==> src/rtl/dram_piso.sv <==
// Parallel-in, serial-out shifter for the single-bit serial data path.
// Takes a WIDTH-bit word on a valid/ready handshake and sends it MSB first, one bit per clock.
module dram_piso #(
    parameter int WIDTH = 8
) (
    input  logic             clk,
    input  logic             rst_b,
    input  logic             load_valid,
    input  logic [WIDTH-1:0] data_in,
    output logic             load_ready,
    output logic             data_out,
    output logic             out_valid,
    output logic             frame_start,
    output logic             busy
);

    localparam int CW = $clog2(WIDTH);
    localparam logic [CW-1:0] LAST_BIT = CW'(WIDTH - 1);

    typedef enum logic {
        IDLE,
        SHIFT
    } state_t;

    state_t           state_reg;
    logic [WIDTH-1:0] shift_reg;
    logic [CW-1:0]    bit_cnt_reg;
    logic             last_bit;

    assign last_bit    = (state_reg == SHIFT) && (bit_cnt_reg == LAST_BIT);
    // The last-bit cycle doubles as the load slot so consecutive words run gapless.
    assign load_ready  = (state_reg == IDLE) || last_bit;

    assign busy        = (state_reg == SHIFT);
    assign out_valid   = (state_reg == SHIFT);
    assign data_out    = (state_reg == SHIFT) && shift_reg[WIDTH-1];
    assign frame_start = (state_reg == SHIFT) && (bit_cnt_reg == '0);

    always_ff @(posedge clk or negedge rst_b) begin
        if (!rst_b) begin
            state_reg   <= IDLE;
            shift_reg   <= '0;
            bit_cnt_reg <= '0;
        end else begin
            case (state_reg)
                IDLE: begin
                    if (load_valid) begin
                        shift_reg   <= data_in;
                        bit_cnt_reg <= '0;
                        state_reg   <= SHIFT;
                    end
                end
                SHIFT: begin
                    if (bit_cnt_reg != LAST_BIT) begin
                        shift_reg   <= {shift_reg[WIDTH-2:0], 1'b0};
                        bit_cnt_reg <= bit_cnt_reg + CW'(1);
                    end else if (load_valid) begin
                        shift_reg   <= data_in;
                        bit_cnt_reg <= '0;
                    end else begin
                        bit_cnt_reg <= '0;
                        state_reg   <= IDLE;
                    end
                end
                default: begin
                    state_reg   <= IDLE;
                    bit_cnt_reg <= '0;
                end
            endcase
        end
    end

endmodule

==> config.mk <==
export PLATFORM = sky130hd
export DESIGN_NAME = dram_piso
export DESIGN_NICKNAME = d
export VERILOG_FILES = /design/src/rtl/dram_piso.sv
export SDC_FILE = /design/constraint.sdc
export NUM_CORES = 1
export LEC_CHECK = 0
export CORE_ASPECT_RATIO = 1.1
export CORE_MARGIN = 1.5
export CORE_UTILIZATION = 47
export CTS_CLUSTER_SIZE = 14
export DETAILED_ROUTE_END_ITERATION = 8
export PLACE_DENSITY = 0.75
export SKIP_LAST_GASP = 1
export SLEW_MARGIN = 20
export SYNTH_ARGS = -nofsm -noshare
export SYNTH_HDL_FRONTEND = slang
export SYNTH_SLANG_ARGS = --single-unit
==> constraint.sdc <==
create_clock -name clk -period 1.65 [get_ports clk]
set_input_delay 0.165 -clock clk [delete_from_list [all_inputs] [get_ports clk]]
set_output_delay 0.165 -clock clk [all_outputs]
set_load 0.03 [all_outputs]
## After elaboration in Yosys (flattened, before gate mapping)

Index checks and enable logic that the tools add are counted.

- Register bits: 12
- Input bits: 11
- Output and inout bits: 5
- Word-level logic and storage cells: 22

- $add $sub $neg: 1
- Equality and inequality tests: 3
- Mux-type cells: 9
- Bitwise gates (word level): 1
- Reductions and logical operators: 5

Operator list:

| kind | count |
|---|---|
| $mux 8 | 2 |
| $pmux 8 s2 | 1 |
| $mux 3 | 2 |
| $pmux 3 s2 | 1 |
| $add 3x1->3 const B | 1 |
| $eq 3x3->1 const B | 1 |
| $logic_and 1x1->1 | 3 |
| $logic_not 3->1 | 1 |
| $ne 3x3->1 const B | 1 |
| $mux 1 | 2 |
| $ne 2x2->1 const B | 1 |
| $pmux 1 s2 | 1 |
| $logic_or 1x1->1 | 1 |
| $not 1->1 | 1 |

## Logic depth before layout (Yosys ltp)

Gate-level depths: netlist of run 1.

- Depth after elaboration: 3
- Gate-level depth with buffers: 5

## Worst setup path before layout of run 1

OpenSTA, ideal clock, no wires.

- Path kind: reg2reg
- Start point: register bit_cnt_reg[0]
- End point: register shift_reg[1]
- Library setup time: 125 ps
- Arrival time: 1349 ps
- Required time: 1525 ps
- Setup slack: 176 ps
- Stages on the path, launching flop included: 6
- Period minus slack after synthesis: 1474 ps
- Cell sequence: dfrtp_1 ha_1 ha_1 nand2b_1 buf_6 mux2_4

- Cells in the longest elaborated chain, start to end: 3

RTL lines:

| element | RTL line | RTL |
|---|---|---|
| start, declared | 27 | `logic [CW-1:0] bit_cnt_reg;` |
| start signal, assigned | 56 | `bit_cnt_reg <= bit_cnt_reg + CW'(1);` |
| $ne 3x3->1 | 54 | `if (bit_cnt_reg != LAST_BIT) begin` |
| $mux 8 | 54 |  |
| $pmux 8 s2 | 45 | `case (state_reg)` |
| end signal, assigned | 48 | `shift_reg <= data_in;` |
| end signal, assigned | 55 | `shift_reg <= {shift_reg[WIDTH-2:0], 1'b0};` |
| end signal, assigned | 58 | `shift_reg <= data_in;` |
| end, declared | 26 | `logic [WIDTH-1:0] shift_reg;` |

Every way passes these cells.
A chain may end at the register's enable or synchronous reset.

## Final worst setup path of run 1

- Start point: register state_reg, in the netlist busy
- End point: output port out_valid

RTL lines:

| element | RTL line | RTL |
|---|---|---|
| start, declared | 25 | `state_t state_reg;` |
| start signal, assigned | 41 | `state_reg <= IDLE;` |
| start signal, assigned | 50 | `state_reg <= SHIFT;` |
| start signal, assigned | 62 | `state_reg <= IDLE;` |
| end, declared | 12 | `output logic out_valid,` |

No word-level cell between the ends.

==> results of run 1 <==
## how the worst max path moves through the flow
| stage | from | endpoint | slack (ns) | cells past startpoint |
|---|---|---|---|---|
| after detailed placement | bit_cnt_reg[0] | load_ready | -0.03 | 4 |
| after CTS | bit_cnt_reg[0] | load_ready | -0.004 | 4 |
| after global routing | busy | out_valid | 0.03 | 1 |
| after global placement | bit_cnt_reg[0] | load_ready | 0.01 | 4 |
| final | busy | out_valid | 0.11 | 1 |
| after floorplan | bit_cnt_reg[0] | shift_reg[1] | 0.18 | 5 |
## cells in the mapped netlist (all sizes together)
cell type / number / share of area
a22o: 1 / 0.013
and2: 2 / 0.018
and3b: 1 / 0.013
buf: 3 / 0.044
dfrtp: 12 / 0.44
ha: 4 / 0.074
inv: 2 / 0.011
mux2: 15 / 0.31
nand2: 1 / 0.0055
nand2b: 4 / 0.040
nor2: 1 / 0.0055
o22ai: 1 / 0.0092
o31ai: 1 / 0.011
## cell families after synthesis
group	Yosys count
and+or+nand+nor	9
buffers and inverters	5
DFF	12
muxes	15
AOI/OAI and AO/OA	3
adders and majority gates	4
## metal layers
layer | global-route usage | up-vias | share of wire
li1 | - | 206 | -
met1 | 0.243 | 189 | 0.48
met2 | 0.223 | 9 | 0.45
met3 | 0.0628 | 2 | 0.049
met4 | 0.0828 | 0 | 0.017
met5 | 0 | - | 0
## power by group through the flow
stage          sequential [mW]  combinational, mW  clock [mW]
2_1_floorplan            0.486              0.538           0
3_5_place_dp             0.490              0.770           0
6_report                 0.481              0.727       0.168
3_3_place_gp             0.482              0.762           0
5_1_grt                  0.499              0.805       0.191
4_1_cts                  0.485              0.752       0.171
## through the flow
| step | utilization | cell area [µm²] | hold slack (ns) | setup slack [ns] |
|---|---|---|---|---|
| 6_report | 0.645 | 881 | 0.246 | 0.107 |
| 5_1_grt | 0.645 | 881 | 0.290 | 0.0326 |
| 4_1_cts | 0.653 | 892 | 0.262 | -0.00444 |
| 3_5_place_dp | 0.637 | 871 | 0.504 | -0.0279 |
| 3_3_place_gp | 0.637 | 871 | 0.487 | 0.0139 |
| 2_1_floorplan | - | 681 | -0.131 | 0.176 |
## cell type report
type,instances,share of cell area
multi-input cells,31,0.389
flip-flops and latches,12,0.341
repair buffers,20,0.213
inverters,2,0.00852
well taps,16,0.0227
clock buffers,3,0.0256
==> flow_metrics.py, run 1 <==
metrics = {
    "status": {
        "status": "complete, no violations",
    },
    "global_routing": {
        "globalRouteOverflowTotal": 0,
        "grt_max_degree": 13,
        "antenna_violations_before_repair": 0,
        "wire_length_of_the_first_global_routing_pass_mm": 1.85,
        "groute.usage.overall": 0.170,
        "via_count_of_the_first_global_routing_pass": 404,
    },
    "clock_tree": {
        "path_clk_slew_ns": 0.07,
        "clock_tree_root_driver_cell": "clkbuf_4",
        "cts_hold_repair.buffers": 0,
        "ctsHtreeMaxLevel": 1,
        "tritoncts": "yes",
        "cts.repair.resized": 7,
        "cts_buffer_depth": 2,
        "worstSkewPairLatency_ns": 0.26,
        "post-cts-setup-buffer-count": 0,
        "cts_made_buffers": 3,
        "cts_num_sinks": 12,
    },
    "critical_path": {
        "timing_worst_setup_path_type": "flip-flop to output pin",
        "r2r-end": "shift_reg[2]",
        "critical_path_buf_inv_count": 1,
        "crit-reg2reg-launch": "bit_cnt_reg[0]",
        "sequence_of_cells_on_the_critical_path": "clkdlybuf4s50_1",
        "timing.critical_path.arrival_ns": 1.38,
        "reg2reg_slack_ns": 0.13,
        "cp_max_fo": 6,
        "worst_path_max_delay_cell": "clkdlybuf4s50_1",
        "critPathTopFamily": "buffers and inverters",
        "critPathCaptureType": "output pin",
        "ff2ff_path_depth": 5,
        "cp_slowest_stage_delay_ns": 0.70,
        "cp_startpoint_kind": "flip-flop",
        "worst-endpoint-required_ns": 1.48,
    },
    "detailed_routing": {
        "drt_first_iter_violations": 2,
        "viasPerCell": 4.83,
        "route.detailed.drc": 0,
        "wl_mm": 1.09,
        "vias": 406,
        "drtAntennaViolNets": 0,
        "drt_pre_antenna_iters": 3,
        "wl_per_instance_um": 12.9,
    },
    "synthesis": {
        "synth-compound-area-share": 0.0331,
        "post_synth_fa_ha_maj_area_fraction": 0.0735,
        "yosys_warnings": 0,
        "synth_fp_nets": 63,
        "ys_ff_latch": 12,
        "synthMuxAreaShare": 0.314,
        "synth_xor_area_frac": 0,
        "synth-simple-area-share": 0.0827,
        "synth_cells": 48,
        "synthDistinctLibCells": 17,
        "syn_area_per_cell_um2": 14.2,
        "dominant_combinational_cell_family_by_area_after_synthesis": "multiplexers",
        "synth_area_um2": 681,
        "yosysSeqAreaShare": 0.441,
    },
    "placed_design": {
        "detailed_place_hpwl_um": 779,
        "place.detailed.instances": 81,
        "gp_congestion": 0.738,
        "io_buffers": 15,
    },
    "final_layout": {
        "seq_area_um2": 300,
        "antenna-diode-count": 0,
        "nFillCells": 122,
        "multi_input_area_um2": 343,
        "final_cell_mix": "12 x mux2_4, 12 x dfrtp_1, 11 x clkdlybuf4s50_1",
        "area.growth.synth_to_final_pct": 29.4,
        "final_nets": 85,
        "largest_register_ff_count": 8,
        "post_layout_instance_count_excluding_filler_cells": 84,
        "layout-drive-gt1-share": 0.368,
    },
    "pwr": {
        "net-switching-power_uw": 476,
        "p_total_mw": 1.38,
        "vdd_drop_max_uv": 842,
        "power.share.switching": 0.346,
        "cellPowerDensity_nw_per_um2": 1560,
        "leakagePower_nw": 0.441,
        "clock_power_share": 0.122,
        "seq_power_share": 0.349,
        "p_int_uw": 900,
        "power_frac_comb": 0.528,
    },
    "timing": {
        "worst_pin_slew_ns": 0.524,
        "setup_total_negative_slack_ns": 0,
        "timing.final.hold_violations": 0,
        "setup_viol_count_final": 0,
        "max_slew_violation_total_from_the_final_report": 0,
        "final.period_utilization": 0.935,
        "rsz0062_at_grt": "no",
        "finClkSkew_ns": 0.00348,
        "post-route-min-period_ns": 1.54,
        "relSlewSlack": 0.649,
        "achievable-frequency_ghz": 0.648,
    },
    "die": {
        "floorplan.die.width_um": 39.3,
        "fp.dieH_um": 42.9,
        "core.rowCount": 14,
        "io_pins": 16,
        "coreArea_um2": 1370,
        "initial_core_util": 0.498,
        "floorplan.die_area_um2": 1690,
    },
    "job": {
        "max_cap_violation_count": 0,
    },
    "worst_hold_path": {
        "hold_path.class": "input port to asynchronous set/reset pin",
    },
}
Note: power is estimated with default switching activity, not from simulation.
==> run 2, diff against run 1 <==
Settings changed: CORE_ASPECT_RATIO 1.1 to not set.
==> flow_metrics.py, run 2 (same netlist as run 1, synthesis figures left out) <==
metrics = {
    "detailed_routing": {
        "drtAntennaViolNets": 0,
        "route.detailed.drc": 0,
        "viasPerCell": 4.98,
        "wl_per_instance_um": 13.4,
        "drt_pre_antenna_iters": 4,
        "vias": 413,
        "drt_first_iter_violations": 3,
        "wl_mm": 1.11,
    },
    "critical_path": {
        "cp_startpoint_kind": "flip-flop",
        "critPathCaptureType": "flip-flop",
        "critPathTopFamily": "flip-flops",
        "cp_max_fo": 9,
        "timing.critical_path.arrival_ns": 1.72,
        "r2r-end": "shift_reg[2]",
        "sequence_of_cells_on_the_critical_path": "ha_2 > buf_4 > ha_1 > nand2b_1 > buf_6 > mux2_4",
        "reg2reg_slack_ns": 0.08,
        "launch_point_of_the_worst_path": "bit_cnt_reg[0]",
        "worst-endpoint-required_ns": 1.80,
        "worstSetupPathDepth": 6,
        "end_of_the_critical_path": "shift_reg[2]",
        "timing_worst_setup_path_type": "flip-flop to flip-flop",
        "critical_path_buf_inv_count": 2,
        "worst_path_max_delay_cell": "dfrtp_1",
        "cp_slowest_stage_delay_ns": 0.38,
        "ff2ff_path_depth": 6,
        "crit-reg2reg-launch": "bit_cnt_reg[0]",
    },
    "clock_tree": {
        "cts_num_sinks": 12,
        "tritoncts": "yes",
        "post-cts-setup-buffer-count": 0,
        "cts_hold_repair.buffers": 0,
        "path_clk_slew_ns": 0.07,
        "worstSkewPairLatency_ns": 0.27,
        "cts_buffer_depth": 2,
        "ctsHtreeMaxLevel": 1,
        "clock_tree_root_driver_cell": "clkbuf_4",
        "cts_made_buffers": 3,
    },
    "timing": {
        "hold_slack_ns": 0.234,
        "post-route-min-period_ns": 1.57,
        "final.period_utilization": 0.949,
        "worst_pin_slew_ns": 0.525,
        "timing.final.hold_violations": 0,
        "max_slew_violation_total_from_the_final_report": 0,
        "setup_viol_count_final": 0,
        "rsz0062_at_grt": "no",
        "relSlewSlack": 0.649,
        "finClkSkew_ns": 0.00604,
        "setup_total_negative_slack_ns": 0,
        "achievable-frequency_ghz": 0.639,
    },
    "die": {
        "floorplan.die.width_um": 41.1,
        "core.rowCount": 13,
        "initial_core_util": 0.517,
        "io_pins": 16,
        "coreArea_um2": 1320,
        "floorplan.die_area_um2": 1690,
        "fp.dieH_um": 41.1,
    },
    "global_routing": {
        "groute.usage.overall": 0.184,
        "grt_max_degree": 13,
        "via_count_of_the_first_global_routing_pass": 393,
        "antenna_violations_before_repair": 0,
        "globalRouteOverflowTotal": 0,
        "wire_length_of_the_first_global_routing_pass_mm": 1.81,
    },
    "final_layout": {
        "largest_register_ff_count": 8,
        "final_cell_mix": "12 x mux2_4, 12 x dfrtp_1, 10 x clkdlybuf4s50_1",
        "layout-drive-gt1-share": 0.382,
        "nFillCells": 95,
        "seq_area_um2": 300,
        "multi_input_area_um2": 345,
        "antenna-diode-count": 0,
        "final_nets": 85,
        "fin_area_um2": 895,
        "area.growth.synth_to_final_pct": 31.4,
    },
    "placed_design": {
        "io_buffers": 15,
        "gp_congestion": 0.674,
        "dpl-instance-area_um2": 867,
    },
    "job": {
        "max_cap_violation_count": 0,
    },
    "pwr": {
        "vdd_drop_max_uv": 1020,
        "cellPowerDensity_nw_per_um2": 1580,
        "leakagePower_nw": 0.445,
    },
    "worst_hold_path": {
        "hold_path.class": "input port to asynchronous set/reset pin",
    },
    "status": {
        "status": "complete, no violations",
    },
}
==> run 2: worst reg2reg max path: stages, from the launching register on <==
cell and delay, ns:
dfrtp_1 0.38, ha_2 0.19, buf_4 0.12, ha_1 0.15, nand2b_1 0.14, buf_6 0.15, mux2_4 0.30
==> run 2: worst min path at each step <==
stage | to | slack (ns)
global route | bit_cnt_reg[2] | 0.28
CTS | bit_cnt_reg[2] | 0.25
finish | bit_cnt_reg[2] | 0.23
floorplan | bit_cnt_reg[0] | -0.13
global placement | shift_reg[1] | 0.49
detailed placement | shift_reg[1] | 0.49
==> run 2: cell type report <==
| cell class | instances | area share |
|---|---|---|
| clock buffers | 3 | 0.0252 |
| inverters | 2 | 0.00839 |
| multi-input cells | 31 | 0.386 |
| flip-flops and latches | 12 | 0.336 |
| well taps | 15 | 0.0210 |
| repair buffers | 20 | 0.224 |
==> run 2: metrics by stage <==
stage | instances | util | worst slack, ns | total power, mW
5_1_grt | 83 | 0.679 | 0.0159 | 1.52
3_3_place_gp | 80 | 0.658 | 0.0157 | 1.23
6_report | 83 | 0.679 | 0.0849 | 1.41
3_5_place_dp | 80 | 0.658 | -0.0155 | 1.25
4_1_cts | 83 | 0.673 | -0.0793 | 1.42
2_1_floorplan | 48 | - | 0.176 | 1.02
==> run 2: per-layer routing <==
| layer | part of all wire | track usage |
|---|---|---|
| met1 | 0.47 | 0.219 |
| met2 | 0.44 | 0.262 |
| met5 | 0 | 0 |
| met3 | 0.061 | 0.0978 |
| met4 | 0.023 | 0.100 |
==> run 2: what timing repair did <==
item	4_1_cts	5_1_grt
resized for setup	2	6
pin swaps	0	0
setup endpoints to repair	2	10
==> run 2: where the power goes <==
| part | internal (mW) | leakage (nW) | switching [mW] |
|---|---|---|---|
| Sequential | 0.406 | 0.151 | 0.0784 |
| Combinational | 0.428 | 0.280 | 0.324 |
| Clock | 0.0845 | 0.0138 | 0.0906 |
==> run 3, diff against run 2 <==
Settings changed: MAX_ROUTING_LAYER set to met4, RECOVER_POWER set to 25.
Clock period 1.65 ns to 1.6 ns, I/O delays scaled along.
==> flow_metrics.py, run 3 (same netlist as run 1, synthesis figures left out) <==
metrics = {
    "status": {
        "status": "complete, no violations",
    },
    "global_routing": {
        "groute.usage.overall": 0.193,
        "wire_length_of_the_first_global_routing_pass_mm": 1.96,
        "antenna_violations_before_repair": 0,
        "via_count_of_the_first_global_routing_pass": 434,
        "grt_max_degree": 13,
        "globalRouteOverflowTotal": 0,
    },
    "timing": {
        "achievable-frequency_ghz": 0.645,
        "timing.final.hold_violations": 0,
        "relSlewSlack": 0.615,
        "worst_pin_slew_ns": 0.576,
        "setup_viol_count_final": 0,
        "finClkSkew_ns": 0.00224,
        "post-route-min-period_ns": 1.55,
        "final.period_utilization": 0.969,
        "max_slew_violation_total_from_the_final_report": 0,
    },
    "detailed_routing": {
        "route.detailed.drc": 0,
        "wl_mm": 1.34,
        "drt_first_iter_violations": 1,
        "viasPerCell": 4.93,
        "drt_pre_antenna_iters": 2,
        "wl_per_instance_um": 15.4,
        "vias": 429,
        "drtAntennaViolNets": 0,
    },
    "critical_path": {
        "critPathTopFamily": "flip-flops",
        "cp_startpoint_kind": "flip-flop",
        "cp_slowest_stage_delay_ns": 0.39,
        "critical_path_buf_inv_count": 2,
        "worst-endpoint-required_ns": 1.77,
        "critPathMostFrequentCell": "ha_2",
        "timing.critical_path.arrival_ns": 1.72,
        "cp_max_fo": 5,
        "critPathCaptureType": "flip-flop",
        "worst_path_max_delay_cell": "dfrtp_1",
        "timing_worst_setup_path_type": "flip-flop to flip-flop",
        "sequence_of_cells_on_the_critical_path": "ha_2 > buf_4 > ha_2 > nand2b_4 > buf_6 > mux2_4",
    },
    "clock_tree": {
        "cts_hold_repair.buffers": 0,
        "cts_made_buffers": 3,
        "worstSkewPairLatency_ns": 0.28,
        "clock_tree_root_driver_cell": "clkbuf_4",
        "cts_buffer_depth": 2,
        "tritoncts": "yes",
        "cts_num_sinks": 12,
        "ctsHtreeMaxLevel": 1,
        "path_clk_slew_ns": 0.08,
    },
    "die": {
        "fp.dieH_um": 41.1,
        "core.rowCount": 13,
        "floorplan.die.width_um": 41.1,
        "floorplan.die_area_um2": 1690,
        "initial_core_util": 0.517,
        "io_pins": 16,
        "coreArea_um2": 1320,
    },
    "pwr": {
        "vdd_drop_max_uv": 1150,
        "p_int_mw": 1.08,
        "p_total_mw": 1.64,
        "net-switching-power_uw": 564,
        "leakagePower_nw": 0.465,
        "power_frac_comb": 0.542,
        "seq_power_share": 0.305,
        "cellPowerDensity_nw_per_um2": 1740,
        "clock_power_share": 0.154,
        "power.share.switching": 0.343,
    },
    "final_layout": {
        "area.growth.synth_to_final_pct": 38.6,
        "final_nets": 88,
        "final_cell_mix": "12 x mux2_4, 12 x dfrtp_1, 9 x clkdlybuf4s50_1",
        "fin_area_um2": 943,
        "seq_area_um2": 300,
        "largest_register_ff_count": 8,
        "antenna-diode-count": 0,
        "nFillCells": 91,
        "multi_input_area_um2": 355,
        "layout-drive-gt1-share": 0.444,
    },
    "placed_design": {
        "io_buffers": 15,
        "detailed_place_hpwl_um": 905,
        "dpl-instance-area_um2": 875,
        "gp_congestion": 0.666,
    },
    "worst_hold_path": {
        "hold_path.class": "input port to asynchronous set/reset pin",
    },
    "job": {
        "max_cap_violation_count": 0,
    },
}
run 3: per-layer routing:
layer	vias up	track usage	routed length [µm]
met2	10	0.258	647
met3	4	0.0326	43
met1	205	0.265	621
li1	210	-	-
met4	0	0.125	25
met5	-	-	0
run 3: path summary, 6_finish.rpt:
check,endpoint,slack (ns),cells past startpoint,from
hold / removal,shift_reg[5],0.31,1,rst_b
setup reg to reg,shift_reg[2],0.05,6,bit_cnt_reg[1]
setup / recovery,shift_reg[2],0.05,6,bit_cnt_reg[1]
hold reg to reg,shift_reg[1],0.51,1,shift_reg[0]
max in group asynchronous,bit_cnt_reg[1],0.92,1,rst_b
min in group clk,shift_reg[1],0.51,1,shift_reg[0]
run 3: power groups by stage:
stage	clock network, mW	logic [mW]	registers (mW)
detailed placement	0	0.813	0.504
global route	0.273	0.965	0.517
floorplan	0	0.555	0.501
finish	0.253	0.890	0.501
CTS	0.256	0.851	0.498
global placement	0	0.793	0.496
run 3: worst reg2reg max path, cell delays in order (launching register included):
cell and delay, ns:
dfrtp_1 0.39, ha_2 0.19, buf_4 0.13, ha_2 0.15
nand2b_4 0.15, buf_6 0.14, mux2_4 0.30
run 3: timing repair:
action                                  CTS  global route
pin swaps                                 0             1
setup buffers                             1             0
resized for setup                         6            10
gates cloned                              1             0
endpoints found under the setup margin   11             8
run 3: area by class of cell:
| cell class | instances | area share |
|---|---|---|
| Clock buffer | 4 | 0.0385 |
| Inverter | 2 | 0.00796 |
| Multi-Input combinational cell | 31 | 0.377 |
| Sequential cell | 12 | 0.318 |
| Tap cell | 15 | 0.0199 |
| Timing Repair Buffer | 23 | 0.239 |
run 3: stage by stage:
stage | setup TNS, ns | cells | hold WS [ns] | util | worst slack (ns)
2_1_floorplan | 0 | 48 | -0.136 | - | 0.126
3_3_place_gp | -0.0312 | 81 | 0.485 | 0.664 | -0.0307
3_5_place_dp | -0.146 | 81 | 0.493 | 0.664 | -0.0642
4_1_cts | -0.153 | 87 | 0.241 | 0.706 | -0.153
5_1_grt | -0.000904 | 87 | 0.344 | 0.716 | -0.000904
6_report | 0 | 87 | 0.309 | 0.716 | 0.0496
